## src/rtl/core_avl_bus_arbiter_if.sv

```systemverilog
// ---------------------------------------------------------------------------
// i_avl_bus : Avalon-MM style command/response bundle shared by the
//             requesters and the target port of core_avl_bus_arbiter.
//
//  master drives : address, read, write, byte_en, write_data,
//                  begin_burst_transfer, burst_count, resp_ready
//  slave drives  : request_ready, read_data, read_data_valid
// ---------------------------------------------------------------------------
interface i_avl_bus #(
    parameter int ADDR_W  = 32,
    parameter int DATA_W  = 32,
    parameter int BURST_W = 4
);
    logic [ADDR_W-1:0]   address;
    logic                read;
    logic                write;
    logic [DATA_W/8-1:0] byte_en;
    logic [DATA_W-1:0]   write_data;
    logic                begin_burst_transfer;
    logic [BURST_W-1:0]  burst_count;
    logic                request_ready;
    logic [DATA_W-1:0]   read_data;
    logic                read_data_valid;
    logic                resp_ready;

    modport master (
        output address, read, write, byte_en, write_data,
               begin_burst_transfer, burst_count, resp_ready,
        input  request_ready, read_data, read_data_valid
    );

    modport slave (
        input  address, read, write, byte_en, write_data,
               begin_burst_transfer, burst_count, resp_ready,
        output request_ready, read_data, read_data_valid
    );
endinterface

```

## src/rtl/core_avl_bus_arbiter.sv

```systemverilog
// ---------------------------------------------------------------------------
// core_avl_bus_arbiter : two-requester to one-target Avalon arbiter.
//   s0 = instruction fetch, s1 = MA-stage LSU, m0 = shared memory port.
//   Commands pass through combinationally from the arbitration winner.
//   Write bursts lock the grant to their owner until the last beat.
//   An in-order FIFO of outstanding reads steers each response beat back
//   to the requester that issued the read.
//
// Ports
//   clk       : clock
//   rest      : asynchronous reset, active low
//   avl_s0    : requester 0 (fetch), slave side
//   avl_s1    : requester 1 (LSU), slave side
//   avl_m0    : shared target port, master side
//   err_resp  : sticky, response beat arrived with no outstanding read
// ---------------------------------------------------------------------------
module core_avl_bus_arbiter #(
    parameter int PRIORITY_MODE   = 0,
    parameter int MAX_OUTSTANDING = 4,
    parameter int BURST_W         = 4
) (
    input  logic     clk,
    input  logic     rest,
    i_avl_bus.slave  avl_s0,
    i_avl_bus.slave  avl_s1,
    i_avl_bus.master avl_m0,
    output logic     err_resp
);

    localparam int AW = (MAX_OUTSTANDING > 1) ? $clog2(MAX_OUTSTANDING) : 1;
    localparam logic [AW:0] FULL_CNT = (AW+1)'(MAX_OUTSTANDING);

    typedef enum logic {ST_UNLOCKED, ST_WBURST} state_t;

    state_t             r_state, w_state_nxt;
    logic               r_owner, w_owner_nxt;
    logic [BURST_W-1:0] r_beats, w_beats_nxt;
    logic               r_rr,    w_rr_nxt;

    logic               r_fifo_id [MAX_OUTSTANDING];
    logic [BURST_W-1:0] r_fifo_n  [MAX_OUTSTANDING];
    logic [AW-1:0]      r_wp, r_rp;
    logic [AW:0]        r_count;
    logic [BURST_W-1:0] r_head_done;
    logic               r_err;

    logic               w_full, w_empty;
    logic               w_el0, w_el1;
    logic               w_gnt_valid, w_gnt_id;
    logic               w_sel_read, w_sel_write, w_sel_bbt, w_sel_read_eff;
    logic [BURST_W-1:0] w_sel_bc, w_n;
    logic               w_accept, w_push, w_pop;
    logic               w_rsp_valid, w_rsp_hit, w_head_id, w_head_last;
    logic               w_unused;

    // Requester resp_ready is not used: requesters must always sink responses.
    assign w_unused = &{1'b0, avl_s0.resp_ready, avl_s1.resp_ready};

    assign w_full  = (r_count == FULL_CNT);
    assign w_empty = (r_count == '0);

    // A read cannot be granted while the FIFO is full; writes always can.
    assign w_el0 = (avl_s0.read | avl_s0.write) & ~(avl_s0.read & w_full);
    assign w_el1 = (avl_s1.read | avl_s1.write) & ~(avl_s1.read & w_full);

    // ------------------------------------------------------------------
    // Arbitration. While a write burst is locked only the owner's writes
    // are forwarded; an owner read in that window is held back.
    // ------------------------------------------------------------------
    always_comb begin
        w_gnt_valid = 1'b0;
        w_gnt_id    = 1'b0;
        if (rest) begin
            if (r_state == ST_WBURST) begin
                w_gnt_id    = r_owner;
                w_gnt_valid = r_owner ? avl_s1.write : avl_s0.write;
            end else if (w_el0 && w_el1) begin
                w_gnt_valid = 1'b1;
                w_gnt_id    = (PRIORITY_MODE == 1) ? 1'b0 : r_rr;
            end else if (w_el0) begin
                w_gnt_valid = 1'b1;
                w_gnt_id    = 1'b0;
            end else if (w_el1) begin
                w_gnt_valid = 1'b1;
                w_gnt_id    = 1'b1;
            end
        end
    end

    assign w_sel_read     = w_gnt_id ? avl_s1.read  : avl_s0.read;
    assign w_sel_write    = w_gnt_id ? avl_s1.write : avl_s0.write;
    assign w_sel_bbt      = w_gnt_id ? avl_s1.begin_burst_transfer : avl_s0.begin_burst_transfer;
    assign w_sel_bc       = w_gnt_id ? avl_s1.burst_count : avl_s0.burst_count;
    assign w_sel_read_eff = w_sel_read & (r_state == ST_UNLOCKED);
    assign w_n            = (w_sel_bc == '0) ? BURST_W'(1) : w_sel_bc;

    assign w_accept = w_gnt_valid & avl_m0.request_ready;
    assign w_push   = w_accept & w_sel_read_eff;

    // ------------------------------------------------------------------
    // Command mux to m0
    // ------------------------------------------------------------------
    always_comb begin
        avl_m0.address              = '0;
        avl_m0.write_data           = '0;
        avl_m0.byte_en              = '0;
        avl_m0.begin_burst_transfer = 1'b0;
        avl_m0.burst_count          = '0;
        avl_m0.read                 = 1'b0;
        avl_m0.write                = 1'b0;
        if (w_gnt_valid) begin
            avl_m0.read  = w_sel_read_eff;
            avl_m0.write = w_sel_write;
            if (w_gnt_id) begin
                avl_m0.address              = avl_s1.address;
                avl_m0.write_data           = avl_s1.write_data;
                avl_m0.byte_en              = avl_s1.byte_en;
                avl_m0.begin_burst_transfer = avl_s1.begin_burst_transfer;
                avl_m0.burst_count          = avl_s1.burst_count;
            end else begin
                avl_m0.address              = avl_s0.address;
                avl_m0.write_data           = avl_s0.write_data;
                avl_m0.byte_en              = avl_s0.byte_en;
                avl_m0.begin_burst_transfer = avl_s0.begin_burst_transfer;
                avl_m0.burst_count          = avl_s0.burst_count;
            end
        end
    end

    assign avl_m0.resp_ready    = 1'b1;
    assign avl_s0.request_ready = w_gnt_valid & ~w_gnt_id & avl_m0.request_ready;
    assign avl_s1.request_ready = w_gnt_valid &  w_gnt_id & avl_m0.request_ready;

    // ------------------------------------------------------------------
    // Response routing from the FIFO head
    // ------------------------------------------------------------------
    assign w_rsp_valid = rest & avl_m0.read_data_valid;
    assign w_rsp_hit   = w_rsp_valid & ~w_empty;
    assign w_head_id   = r_fifo_id[r_rp];
    assign w_head_last = ((r_head_done + 1'b1) == r_fifo_n[r_rp]);
    assign w_pop       = w_rsp_hit & w_head_last;

    assign avl_s0.read_data_valid = w_rsp_hit & ~w_head_id;
    assign avl_s1.read_data_valid = w_rsp_hit &  w_head_id;
    assign avl_s0.read_data       = (w_rsp_hit & ~w_head_id) ? avl_m0.read_data : '0;
    assign avl_s1.read_data       = (w_rsp_hit &  w_head_id) ? avl_m0.read_data : '0;

    assign err_resp = r_err;

    // ------------------------------------------------------------------
    // Lock FSM and round-robin pointer: next state
    // ------------------------------------------------------------------
    always_comb begin
        w_state_nxt = r_state;
        w_owner_nxt = r_owner;
        w_beats_nxt = r_beats;
        w_rr_nxt    = r_rr;
        if (w_accept) begin
            if (r_state == ST_UNLOCKED) begin
                w_rr_nxt = ~w_gnt_id;
                if (w_sel_write && w_sel_bbt && (w_n > BURST_W'(1))) begin
                    w_state_nxt = ST_WBURST;
                    w_owner_nxt = w_gnt_id;
                    w_beats_nxt = w_n - 1'b1;
                end
            end else begin
                w_beats_nxt = r_beats - 1'b1;
                if (r_beats == BURST_W'(1)) begin
                    w_state_nxt = ST_UNLOCKED;
                end
            end
        end
    end

    always_ff @(posedge clk or negedge rest) begin
        if (!rest) begin
            r_state <= ST_UNLOCKED;
            r_owner <= 1'b0;
            r_beats <= '0;
            r_rr    <= 1'b0;
        end else begin
            r_state <= w_state_nxt;
            r_owner <= w_owner_nxt;
            r_beats <= w_beats_nxt;
            r_rr    <= w_rr_nxt;
        end
    end

    // ------------------------------------------------------------------
    // Outstanding-read FIFO and sticky error
    // ------------------------------------------------------------------
    always_ff @(posedge clk or negedge rest) begin
        if (!rest) begin
            for (int unsigned i = 0; i < MAX_OUTSTANDING; i++) begin
                r_fifo_id[i] <= 1'b0;
                r_fifo_n[i]  <= '0;
            end
            r_wp        <= '0;
            r_rp        <= '0;
            r_count     <= '0;
            r_head_done <= '0;
            r_err       <= 1'b0;
        end else begin
            if (w_push) begin
                r_fifo_id[r_wp] <= w_gnt_id;
                r_fifo_n[r_wp]  <= w_n;
                r_wp            <= r_wp + 1'b1;
            end
            if (w_pop) begin
                r_rp <= r_rp + 1'b1;
            end
            case ({w_push, w_pop})
                2'b10:   r_count <= r_count + 1'b1;
                2'b01:   r_count <= r_count - 1'b1;
                default: r_count <= r_count;
            endcase
            if (w_rsp_hit) begin
                r_head_done <= w_pop ? '0 : r_head_done + 1'b1;
            end
            if (w_rsp_valid && w_empty) begin
                r_err <= 1'b1;
            end
        end
    end

endmodule

```

## src/flat_wrapper.sv

```systemverilog
// flat-port wrapper written by rule: the top's interface ports become plain ports
module core_avl_bus_arbiter_flat 
#(
    parameter int PRIORITY_MODE   = 0,
    parameter int MAX_OUTSTANDING = 4,
    parameter int BURST_W         = 4
)
  (clk, rest, err_resp, avl_s0_address, avl_s0_read, avl_s0_write, avl_s0_byte_en, avl_s0_write_data, avl_s0_begin_burst_transfer, avl_s0_burst_count, avl_s0_resp_ready, avl_s0_request_ready, avl_s0_read_data, avl_s0_read_data_valid, avl_s1_address, avl_s1_read, avl_s1_write, avl_s1_byte_en, avl_s1_write_data, avl_s1_begin_burst_transfer, avl_s1_burst_count, avl_s1_resp_ready, avl_s1_request_ready, avl_s1_read_data, avl_s1_read_data_valid, avl_m0_address, avl_m0_read, avl_m0_write, avl_m0_byte_en, avl_m0_write_data, avl_m0_begin_burst_transfer, avl_m0_burst_count, avl_m0_resp_ready, avl_m0_request_ready, avl_m0_read_data, avl_m0_read_data_valid);
  i_avl_bus #(.BURST_W(BURST_W)) avl_s0_i ();
  i_avl_bus #(.BURST_W(BURST_W)) avl_s1_i ();
  i_avl_bus #(.BURST_W(BURST_W)) avl_m0_i ();
  input  logic clk;
  input  logic rest;
  output logic err_resp;
  input wire logic [$bits(avl_s0_i.address)-1:0] avl_s0_address;
  input wire logic [$bits(avl_s0_i.read)-1:0] avl_s0_read;
  input wire logic [$bits(avl_s0_i.write)-1:0] avl_s0_write;
  input wire logic [$bits(avl_s0_i.byte_en)-1:0] avl_s0_byte_en;
  input wire logic [$bits(avl_s0_i.write_data)-1:0] avl_s0_write_data;
  input wire logic [$bits(avl_s0_i.begin_burst_transfer)-1:0] avl_s0_begin_burst_transfer;
  input wire logic [$bits(avl_s0_i.burst_count)-1:0] avl_s0_burst_count;
  input wire logic [$bits(avl_s0_i.resp_ready)-1:0] avl_s0_resp_ready;
  output wire logic [$bits(avl_s0_i.request_ready)-1:0] avl_s0_request_ready;
  output wire logic [$bits(avl_s0_i.read_data)-1:0] avl_s0_read_data;
  output wire logic [$bits(avl_s0_i.read_data_valid)-1:0] avl_s0_read_data_valid;
  input wire logic [$bits(avl_s1_i.address)-1:0] avl_s1_address;
  input wire logic [$bits(avl_s1_i.read)-1:0] avl_s1_read;
  input wire logic [$bits(avl_s1_i.write)-1:0] avl_s1_write;
  input wire logic [$bits(avl_s1_i.byte_en)-1:0] avl_s1_byte_en;
  input wire logic [$bits(avl_s1_i.write_data)-1:0] avl_s1_write_data;
  input wire logic [$bits(avl_s1_i.begin_burst_transfer)-1:0] avl_s1_begin_burst_transfer;
  input wire logic [$bits(avl_s1_i.burst_count)-1:0] avl_s1_burst_count;
  input wire logic [$bits(avl_s1_i.resp_ready)-1:0] avl_s1_resp_ready;
  output wire logic [$bits(avl_s1_i.request_ready)-1:0] avl_s1_request_ready;
  output wire logic [$bits(avl_s1_i.read_data)-1:0] avl_s1_read_data;
  output wire logic [$bits(avl_s1_i.read_data_valid)-1:0] avl_s1_read_data_valid;
  output wire logic [$bits(avl_m0_i.address)-1:0] avl_m0_address;
  output wire logic [$bits(avl_m0_i.read)-1:0] avl_m0_read;
  output wire logic [$bits(avl_m0_i.write)-1:0] avl_m0_write;
  output wire logic [$bits(avl_m0_i.byte_en)-1:0] avl_m0_byte_en;
  output wire logic [$bits(avl_m0_i.write_data)-1:0] avl_m0_write_data;
  output wire logic [$bits(avl_m0_i.begin_burst_transfer)-1:0] avl_m0_begin_burst_transfer;
  output wire logic [$bits(avl_m0_i.burst_count)-1:0] avl_m0_burst_count;
  output wire logic [$bits(avl_m0_i.resp_ready)-1:0] avl_m0_resp_ready;
  input wire logic [$bits(avl_m0_i.request_ready)-1:0] avl_m0_request_ready;
  input wire logic [$bits(avl_m0_i.read_data)-1:0] avl_m0_read_data;
  input wire logic [$bits(avl_m0_i.read_data_valid)-1:0] avl_m0_read_data_valid;
  assign avl_s0_i.address = avl_s0_address;
  assign avl_s0_i.read = avl_s0_read;
  assign avl_s0_i.write = avl_s0_write;
  assign avl_s0_i.byte_en = avl_s0_byte_en;
  assign avl_s0_i.write_data = avl_s0_write_data;
  assign avl_s0_i.begin_burst_transfer = avl_s0_begin_burst_transfer;
  assign avl_s0_i.burst_count = avl_s0_burst_count;
  assign avl_s0_i.resp_ready = avl_s0_resp_ready;
  assign avl_s0_request_ready = avl_s0_i.request_ready;
  assign avl_s0_read_data = avl_s0_i.read_data;
  assign avl_s0_read_data_valid = avl_s0_i.read_data_valid;
  assign avl_s1_i.address = avl_s1_address;
  assign avl_s1_i.read = avl_s1_read;
  assign avl_s1_i.write = avl_s1_write;
  assign avl_s1_i.byte_en = avl_s1_byte_en;
  assign avl_s1_i.write_data = avl_s1_write_data;
  assign avl_s1_i.begin_burst_transfer = avl_s1_begin_burst_transfer;
  assign avl_s1_i.burst_count = avl_s1_burst_count;
  assign avl_s1_i.resp_ready = avl_s1_resp_ready;
  assign avl_s1_request_ready = avl_s1_i.request_ready;
  assign avl_s1_read_data = avl_s1_i.read_data;
  assign avl_s1_read_data_valid = avl_s1_i.read_data_valid;
  assign avl_m0_address = avl_m0_i.address;
  assign avl_m0_read = avl_m0_i.read;
  assign avl_m0_write = avl_m0_i.write;
  assign avl_m0_byte_en = avl_m0_i.byte_en;
  assign avl_m0_write_data = avl_m0_i.write_data;
  assign avl_m0_begin_burst_transfer = avl_m0_i.begin_burst_transfer;
  assign avl_m0_burst_count = avl_m0_i.burst_count;
  assign avl_m0_resp_ready = avl_m0_i.resp_ready;
  assign avl_m0_i.request_ready = avl_m0_request_ready;
  assign avl_m0_i.read_data = avl_m0_read_data;
  assign avl_m0_i.read_data_valid = avl_m0_read_data_valid;
  core_avl_bus_arbiter #(.PRIORITY_MODE(PRIORITY_MODE), .MAX_OUTSTANDING(MAX_OUTSTANDING), .BURST_W(BURST_W)) u_core (.clk(clk), .rest(rest), .avl_s0(avl_s0_i), .avl_s1(avl_s1_i), .avl_m0(avl_m0_i), .err_resp(err_resp));
endmodule
```

## config.mk

```make
export PLATFORM = sky130hd
export DESIGN_NAME = core_avl_bus_arbiter_flat
export DESIGN_NICKNAME = d
export VERILOG_FILES = /design/src/rtl/core_avl_bus_arbiter_if.sv /design/src/rtl/core_avl_bus_arbiter.sv /design/src/flat_wrapper.sv
export SDC_FILE = /design/constraint.sdc
export NUM_CORES = 1
export LEC_CHECK = 0
export ABC_AREA = 1
export CORE_AREA = 2 2 128 130
export CTS_CLUSTER_SIZE = 28
export DETAILED_ROUTE_END_ITERATION = 7
export DIE_AREA = 0 0 130 132
export PLACE_DENSITY = 0.63
export SLEW_MARGIN = 20
export SYNTH_ARGS = -nofsm -noshare
export SYNTH_HDL_FRONTEND = slang
export SYNTH_SLANG_ARGS = --single-unit
```

## constraint.sdc

```tcl
create_clock -name clk -period 2.9 [get_ports clk]
set_clock_uncertainty 0.05 [all_clocks]
set_input_delay 0.58 -clock clk [delete_from_list [all_inputs] [get_ports clk]]
set_output_delay 0.58 -clock clk [all_outputs]
set_load 0.02 [all_outputs]
```

Word level (Yosys, flattened, before mapping)

Index checks and enable logic that the tools add are counted.

Logic and storage cells: 117
Output and inout bits: 145
Input port bits: 188
Register bits after elaboration: 39

Bitwise gates (word level): 26
Add/sub/neg operators: 7
Magnitude comparators: 4
Mux-type cells: 46
Equality and inequality tests: 5
Reductions and logical operators: 12

Operators with widths:

| kind                                                                             | count |
|---|---|
| 32-bit two-way mux                                                               | 6 |
| 4-bit two-way mux                                                                | 11 |
| 1-bit two-way mux                                                                | 22 |
| 1-bit bitwise AND                                                                | 16 |
| 16-bit bitwise mux                                                               | 1 |
| 4-bit binary-select mux with 2-bit select                                        | 1 |
| 4-bit demux with 2-bit select                                                    | 1 |
| 4-bit by 1-bit subtractor with 4-bit output (second input constant)              | 2 |
| 3-bit >= comparator (second input constant)                                      | 2 |
| 1-bit inverter                                                                   | 6 |
| 2-bit inverter with 3-bit output                                                 | 2 |
| 3-bit one-hot mux with 2 select lines                                            | 1 |
| 1-bit logical AND                                                                | 5 |
| 2-bit by 1-bit adder with 2-bit output (second input constant)                   | 2 |
| 4-bit by 1-bit adder with 4-bit output (second input constant)                   | 1 |
| 4-bit bitwise mux                                                                | 1 |
| 4-bit by 1-bit == test with 1-bit output (second input constant)                 | 1 |
| 4-bit == test                                                                    | 1 |
| 4-bit by 1-bit greater-than comparator with 1-bit output (second input constant) | 1 |
| 4-bit zero test                                                                  | 1 |
| 2-bit AND reduction                                                              | 2 |
| 2-bit nonzero test                                                               | 2 |
| 3-bit by 1-bit adder with 3-bit output (second input constant)                   | 1 |
| 3-bit == test (second input constant)                                            | 1 |
| other kinds (9)                                                                  | 10 |

Longest topological paths before layout

Word-level depth: 16
Gate-level depth with buffers: 18
Gate-level depth less buffers: 18

Worst setup path before layout

OpenSTA, ideal clock, no wires.

Kind: input to register
Start: input avl_s1_read
End: register u_core.r_count[2]
Required time: 2.719 ns
Data arrival time: 2.423 ns
Setup slack: 0.296 ns
Stages on the path: 15
Library setup time: 0.131 ns
Cell sequence: inv_1 > a21oi_1 > nand2_2 > a21oi_1 > nor2_1 > nand2_1 > nor2_4 > nand2_4 > buf_6 > ha_1 > inv_1 > fa_1 > a21oi_1 > o21ai_0 > xor2_1

Longest elaborated chain between the ends: 13
Elaborated cells between the ends (all ways): 22

Ends and longest elaborated chain:

| element                                                                     | line                        | RTL |
|---|---|---|
| start, declared                                                             | flat_wrapper.sv:27          | `input wire logic [$bits(avl_s1_i.read)-1:0] avl_s1_read;` |
| 1-bit bitwise AND                                                           | core_avl_bus_arbiter.sv:64  | `assign w_el1 = (avl_s1.read \| avl_s1.write) & ~(avl_s1.read & w_full);` |
| 1-bit inverter                                                              | core_avl_bus_arbiter.sv:64  |  |
| 1-bit bitwise AND                                                           | core_avl_bus_arbiter.sv:64  |  |
| 1-bit two-way mux                                                           | core_avl_bus_arbiter.sv:83  | `end else if (w_el1) begin` |
| 1-bit two-way mux                                                           | core_avl_bus_arbiter.sv:80  | `end else if (w_el0) begin` |
| 1-bit two-way mux                                                           | core_avl_bus_arbiter.sv:77  | `end else if (w_el0 && w_el1) begin` |
| 1-bit two-way mux                                                           | core_avl_bus_arbiter.sv:74  | `if (r_state == ST_WBURST) begin` |
| 1-bit two-way mux                                                           | core_avl_bus_arbiter.sv:73  | `if (rest) begin` |
| 1-bit two-way mux                                                           | core_avl_bus_arbiter.sv:90  | `assign w_sel_read = w_gnt_id ? avl_s1.read : avl_s0.read;` |
| 1-bit bitwise AND                                                           | core_avl_bus_arbiter.sv:94  | `assign w_sel_read_eff = w_sel_read & (r_state == ST_UNLOCKED);` |
| 1-bit bitwise AND (*)                                                       | core_avl_bus_arbiter.sv:98  | `assign w_push = w_accept & w_sel_read_eff;` |
| 2-bit by 1-bit == test with 1-bit output or 2-bit == test (tied branches)   | core_avl_bus_arbiter.sv:212 | `case ({w_push, w_pop})` |
| 3-bit one-hot mux with 2 select lines or 2-bit nonzero test (tied branches) | -                           |  |
| end signal, assigned                                                        | core_avl_bus_arbiter.sv:213 | `2'b10: r_count <= r_count + 1'b1;` |
| end signal, assigned                                                        | core_avl_bus_arbiter.sv:214 | `2'b01: r_count <= r_count - 1'b1;` |
| end signal, assigned                                                        | core_avl_bus_arbiter.sv:215 | `default: r_count <= r_count;` |
| end, declared                                                               | core_avl_bus_arbiter.sv:43  | `logic [AW:0] r_count;` |

Every way passes the cells marked *; elsewhere a longest branch is shown, timed or not.
A chain may end at the register's enable or synchronous reset.

Final worst setup path

Start: register u_core.r_count[1]
End: output avl_m0_address[15]

Longest elaborated chain between the ends: 11
Elaborated cells between the ends (all ways): 19

Ends and longest elaborated chain:

| element                | line                        | RTL |
|---|---|---|
| 3-bit == test (*)      | core_avl_bus_arbiter.sv:59  | `assign w_full = (r_count == FULL_CNT);` |
| 1-bit bitwise AND      | core_avl_bus_arbiter.sv:64  |  |
| 1-bit inverter         | core_avl_bus_arbiter.sv:64  |  |
| 1-bit bitwise AND      | core_avl_bus_arbiter.sv:64  |  |
| 1-bit two-way mux      | core_avl_bus_arbiter.sv:83  |  |
| 1-bit two-way mux      | core_avl_bus_arbiter.sv:80  |  |
| 1-bit two-way mux      | core_avl_bus_arbiter.sv:77  |  |
| 1-bit two-way mux      | core_avl_bus_arbiter.sv:74  |  |
| 1-bit two-way mux      | core_avl_bus_arbiter.sv:73  |  |
| 32-bit two-way mux     | core_avl_bus_arbiter.sv:114 | `if (w_gnt_id) begin` |
| 32-bit two-way mux (*) | core_avl_bus_arbiter.sv:111 | `if (w_gnt_valid) begin` |
| end, declared          | flat_wrapper.sv:37          | `output wire logic [$bits(avl_m0_i.address)-1:0] avl_m0_address;` |

Marks and branches as above.

==> summary.txt <==
Clock tree
  • # hold bufs at CTS: 0
  • Num CTS Buffers: 5
  • Clk buf depth: 2
  • H-tree depth: 2
  • Root Driver: clkbuf_16
  • TritonCTS clock tree: yes
  • Clk_lat worst skew: 0.28 ns
  • Clk sink count: 39
  • Clk pin slew, worst setup/hold paths: 0.06 ns

Worst setup path
  • FF-to-FF End: u_core.r_beats[0]
  • Critical-path maximum fanout: 14
  • CP Class: reg2out
  • Worst Path Arrival: 2.18 ns
  • Crit path to: avl_m0_address[15]
  • Reg2reg start: u_core.r_count[1]
  • Setup crit end kind: output port
  • Setup crit start kind: register
  • Worst setup path startpoint: u_core.r_count[1]
  • R2R cell count: 17
  • Reg2Reg Setup Slack: 0.12 ns
  • Critical Path RT: 2.27 ns

Global routing
  • Met1 usage in global routing: 22.3%
  • Layer with the highest usage: met2
  • Total GRT Usage: 19.7%
  • First-pass GRT wire length: 26600 um
  • Vias in the first global route: 5152
  • Met3 GRT Util: 4.71%
  • M2 GR Usage: 37.0%
  • Largest net degree at the start of global routing: 48
  • Initial antenna violation count: 1
  • GRT overflow: 0

Detailed routing
  • Starting DRT DRC Count: 221
  • Routed Antenna Nets: 0
  • Residual DRC: 0
  • Vias: 5441
  • WL final: 18300 um
  • Wire length per cell: 14.6 um
  • Pre-antenna DRT Iters: 5
  • Via density: 4.36

Synthesis
  • Largest family of logic cells by synthesized area: simple AND/OR/NAND/NOR gates
  • Post-Syn Instances: 656
  • Yosys top cell by area: dfrtp_1
  • Synth area leaders: dfrtp_1 26%, nand2_1 22%, a21oi_1 11%
  • Yosys warns: 0
  • Synth Area in Adders: 3.84%
  • Post-synthesis mux area share: 0.265%
  • Register area share after synthesis: 25.8%
  • Post-Syn Area: 0.00378 mm2
  • Yosys cell types: 34
  • Synth top area share: 25.8%
  • XOR/XNOR Fraction of Synth Area: 2.55%
  • Simple-gate share of the synthesized area: 37.4%
  • #FFs+latches synth: 39
  • Syn avg cell area: 5.76 um2
  • Synthesized Nets: 855
  • Synth Area in Compound Gates: 16.9%

STA
  • Fin crit period: 2.81 ns
  • Fmax achieved: 356 MHz
  • Finish-stage setup viols: 0
  • Max Slew Vio Count: 0
  • Tcrit/Tclk final: 96.8%
  • Fin. Hold Viols: 0

Floorplanning
  • DIE HEIGHT: 132 um
  • Die width: 130 um
  • Die area: 0.0172 mm2
  • Cell Rows: 46
  • Initial core utilization: 24.0%
  • CORE AREA: 0.0157 mm2
  • Top Ports: 333

Layout
  • Share of post-route cells with drive strength above 1: 22.4%
  • Commonest non-fill, non-tap cells in the layout: 214 x nand2_1, 181 x clkdlybuf4s50_1, 85 x nor2_1
  • Register area: 977 um2
  • Commonest non-fill, non-tap cell in the layout: nand2_1
  • Footprint of the multi-input gates: 0.00242 mm2
  • Non-Filler Instances: 1248
  • Nets: 1229
  • Filler cell count: 1669
  • Area Growth Syn to Fin: 106%
  • Post-layout util: 49.6%

Place
  • Cells after DPL: 1227
  • Dpl hpwl: 14700 um
  • PortBufs: 329
  • Routability cong.: 0.853

Hold path
  • Hold Path Class: in2async

Flow run
  • Max-Cap Viols: 0

Power and ir drop
  • Leakage power: 0.00412 uW
  • Worst VDD drop: 272 uV
  • Pwr Density: 726 mW/mm2

Outcome
  • Status: complete, no violations
[per-stage QoR]
stage	cell area (um2)	TNS (ns)	total power [uW]	hold slack (ns)	setup WS [ns]
2_1_floorplan	3780	0	3070	0.234	0.296
3_3_place_gp	7780	-49.32	5010	0.414	-0.612
5_1_grt	7790	-0.0356	6120	0.226	-0.0132
6_report	7790	0	5650	0.218	0.0932
4_1_cts	7690	0	5470	0.229	0.000621
3_5_place_dp	7780	-47.21	5040	0.423	-0.596
[power by group]
| part | switching (uW) | internal (uW) | leakage, uW | total, uW |
|---|---|---|---|---|
| combinational | 2340 | 1830 | 0.00358 | 4170 |
| sequential | 162 | 787 | 0.000472 | 949 |
| clock | 219 | 317 | 0.0000669 | 537 |
| total | 2720 | 2940 | 0.00412 | 5650 |
[timing repair]
item                       CTS  global route
gates resized for setup    391            99
setup endpoints to repair  148            90
gates cloned                 1             4
hold endpoints to repair     0             0
pin swaps                    7            12
setup buffers                5             2
[routing by layer]
layer | share of wire, % | vias to the layer above
li1 | - | 2766
met1 | 38 | 2421
met2 | 52 | 239
met3 | 8.9 | 15
met4 | 1.0 | 0
met5 | 0 | -
[worst max-delay path, cell delays in order (launching register included)]
cell	delay, ns
dfrtp_1	0.41
nor2_2	0.20
nand3_2	0.15
nand3_4	0.12
nand3_4	0.14
buf_12	0.17
clkinv_8	0.07
buf_8	0.14
nand2_1	0.07
a21oi_1	0.12
clkdlybuf4s15_2	0.27
[Yosys cell counts]
cell type  count
a211oi_1       1
a21oi_1       82
and3_1         1
buf_1          2
buf_2         18
buf_4          2
buf_6          1
clkbuf_1      12
conb_1         1
dfrtp_1       39
fa_1           1
ha_1          10
inv_1         85
inv_2          2
mux2i_1        1
nand2_1      225
nand2_2        1
nand2_4        1
nand3_1       15
nand3_2        1
nand3_4        1
nand4_1        3
nor2_1        86
nor2_2         3
nor2_4         4
nor3_1         1
nor3b_4        1
o21ai_0       35
o21ai_1        6
o21ai_2        1
o21bai_1       1
or2_2          2
xnor2_1        3
xor2_1         8
[registers in the layout, summed over array words and instances, names as in the netlist]
signal / cells
u_core.r_head_done: 4
u_core.r_beats: 4
u_core.r_state: 1
u_core.r_wp: 2
u_core.r_count: 3
u_core.r_rr: 1
u_core.err_resp: 1
u_core.r_fifo_id: 4
u_core.r_fifo_n: 16
u_core.r_owner: 1
u_core.r_rp: 2
[how the worst min path moves through the flow]
stage                         endpoint  slack (ns)  cells after the start               start
floorplan              u_core.err_resp        0.23                      0                rest
global placement    u_core.r_fifo_n[7]        0.41                      2  u_core.r_fifo_n[7]
detailed placement     u_core.err_resp        0.42                      1     u_core.err_resp
CTS                     u_core.r_state        0.23                      2                rest
global route               u_core.r_rr        0.23                      2                rest
finish                  u_core.r_state        0.22                      2                rest
[area by class of cell]
type                    count  area share [%]
multi-input cells         495            31.0
diodes                      1          0.0321
repair buffers            402            46.8
flip-flops and latches     39            12.5
inverters                  87            4.35
well taps                 216            3.47
clock inverters             2           0.161
clock buffers               6            1.65
[kinds of logic (layout without fill, tap and decap cells)]
group,after synthesis,count (layout)
other,1,2
flip-flops,39,39
AO/OA/AOI/OAI,126,126
adder cells (fa/ha/maj),11,11
AND/OR/NAND/NOR,345,345
XOR/XNOR,11,11
multiplexers,1,1
buffers and inverters,122,497
(Power assumes the default switching activity.)
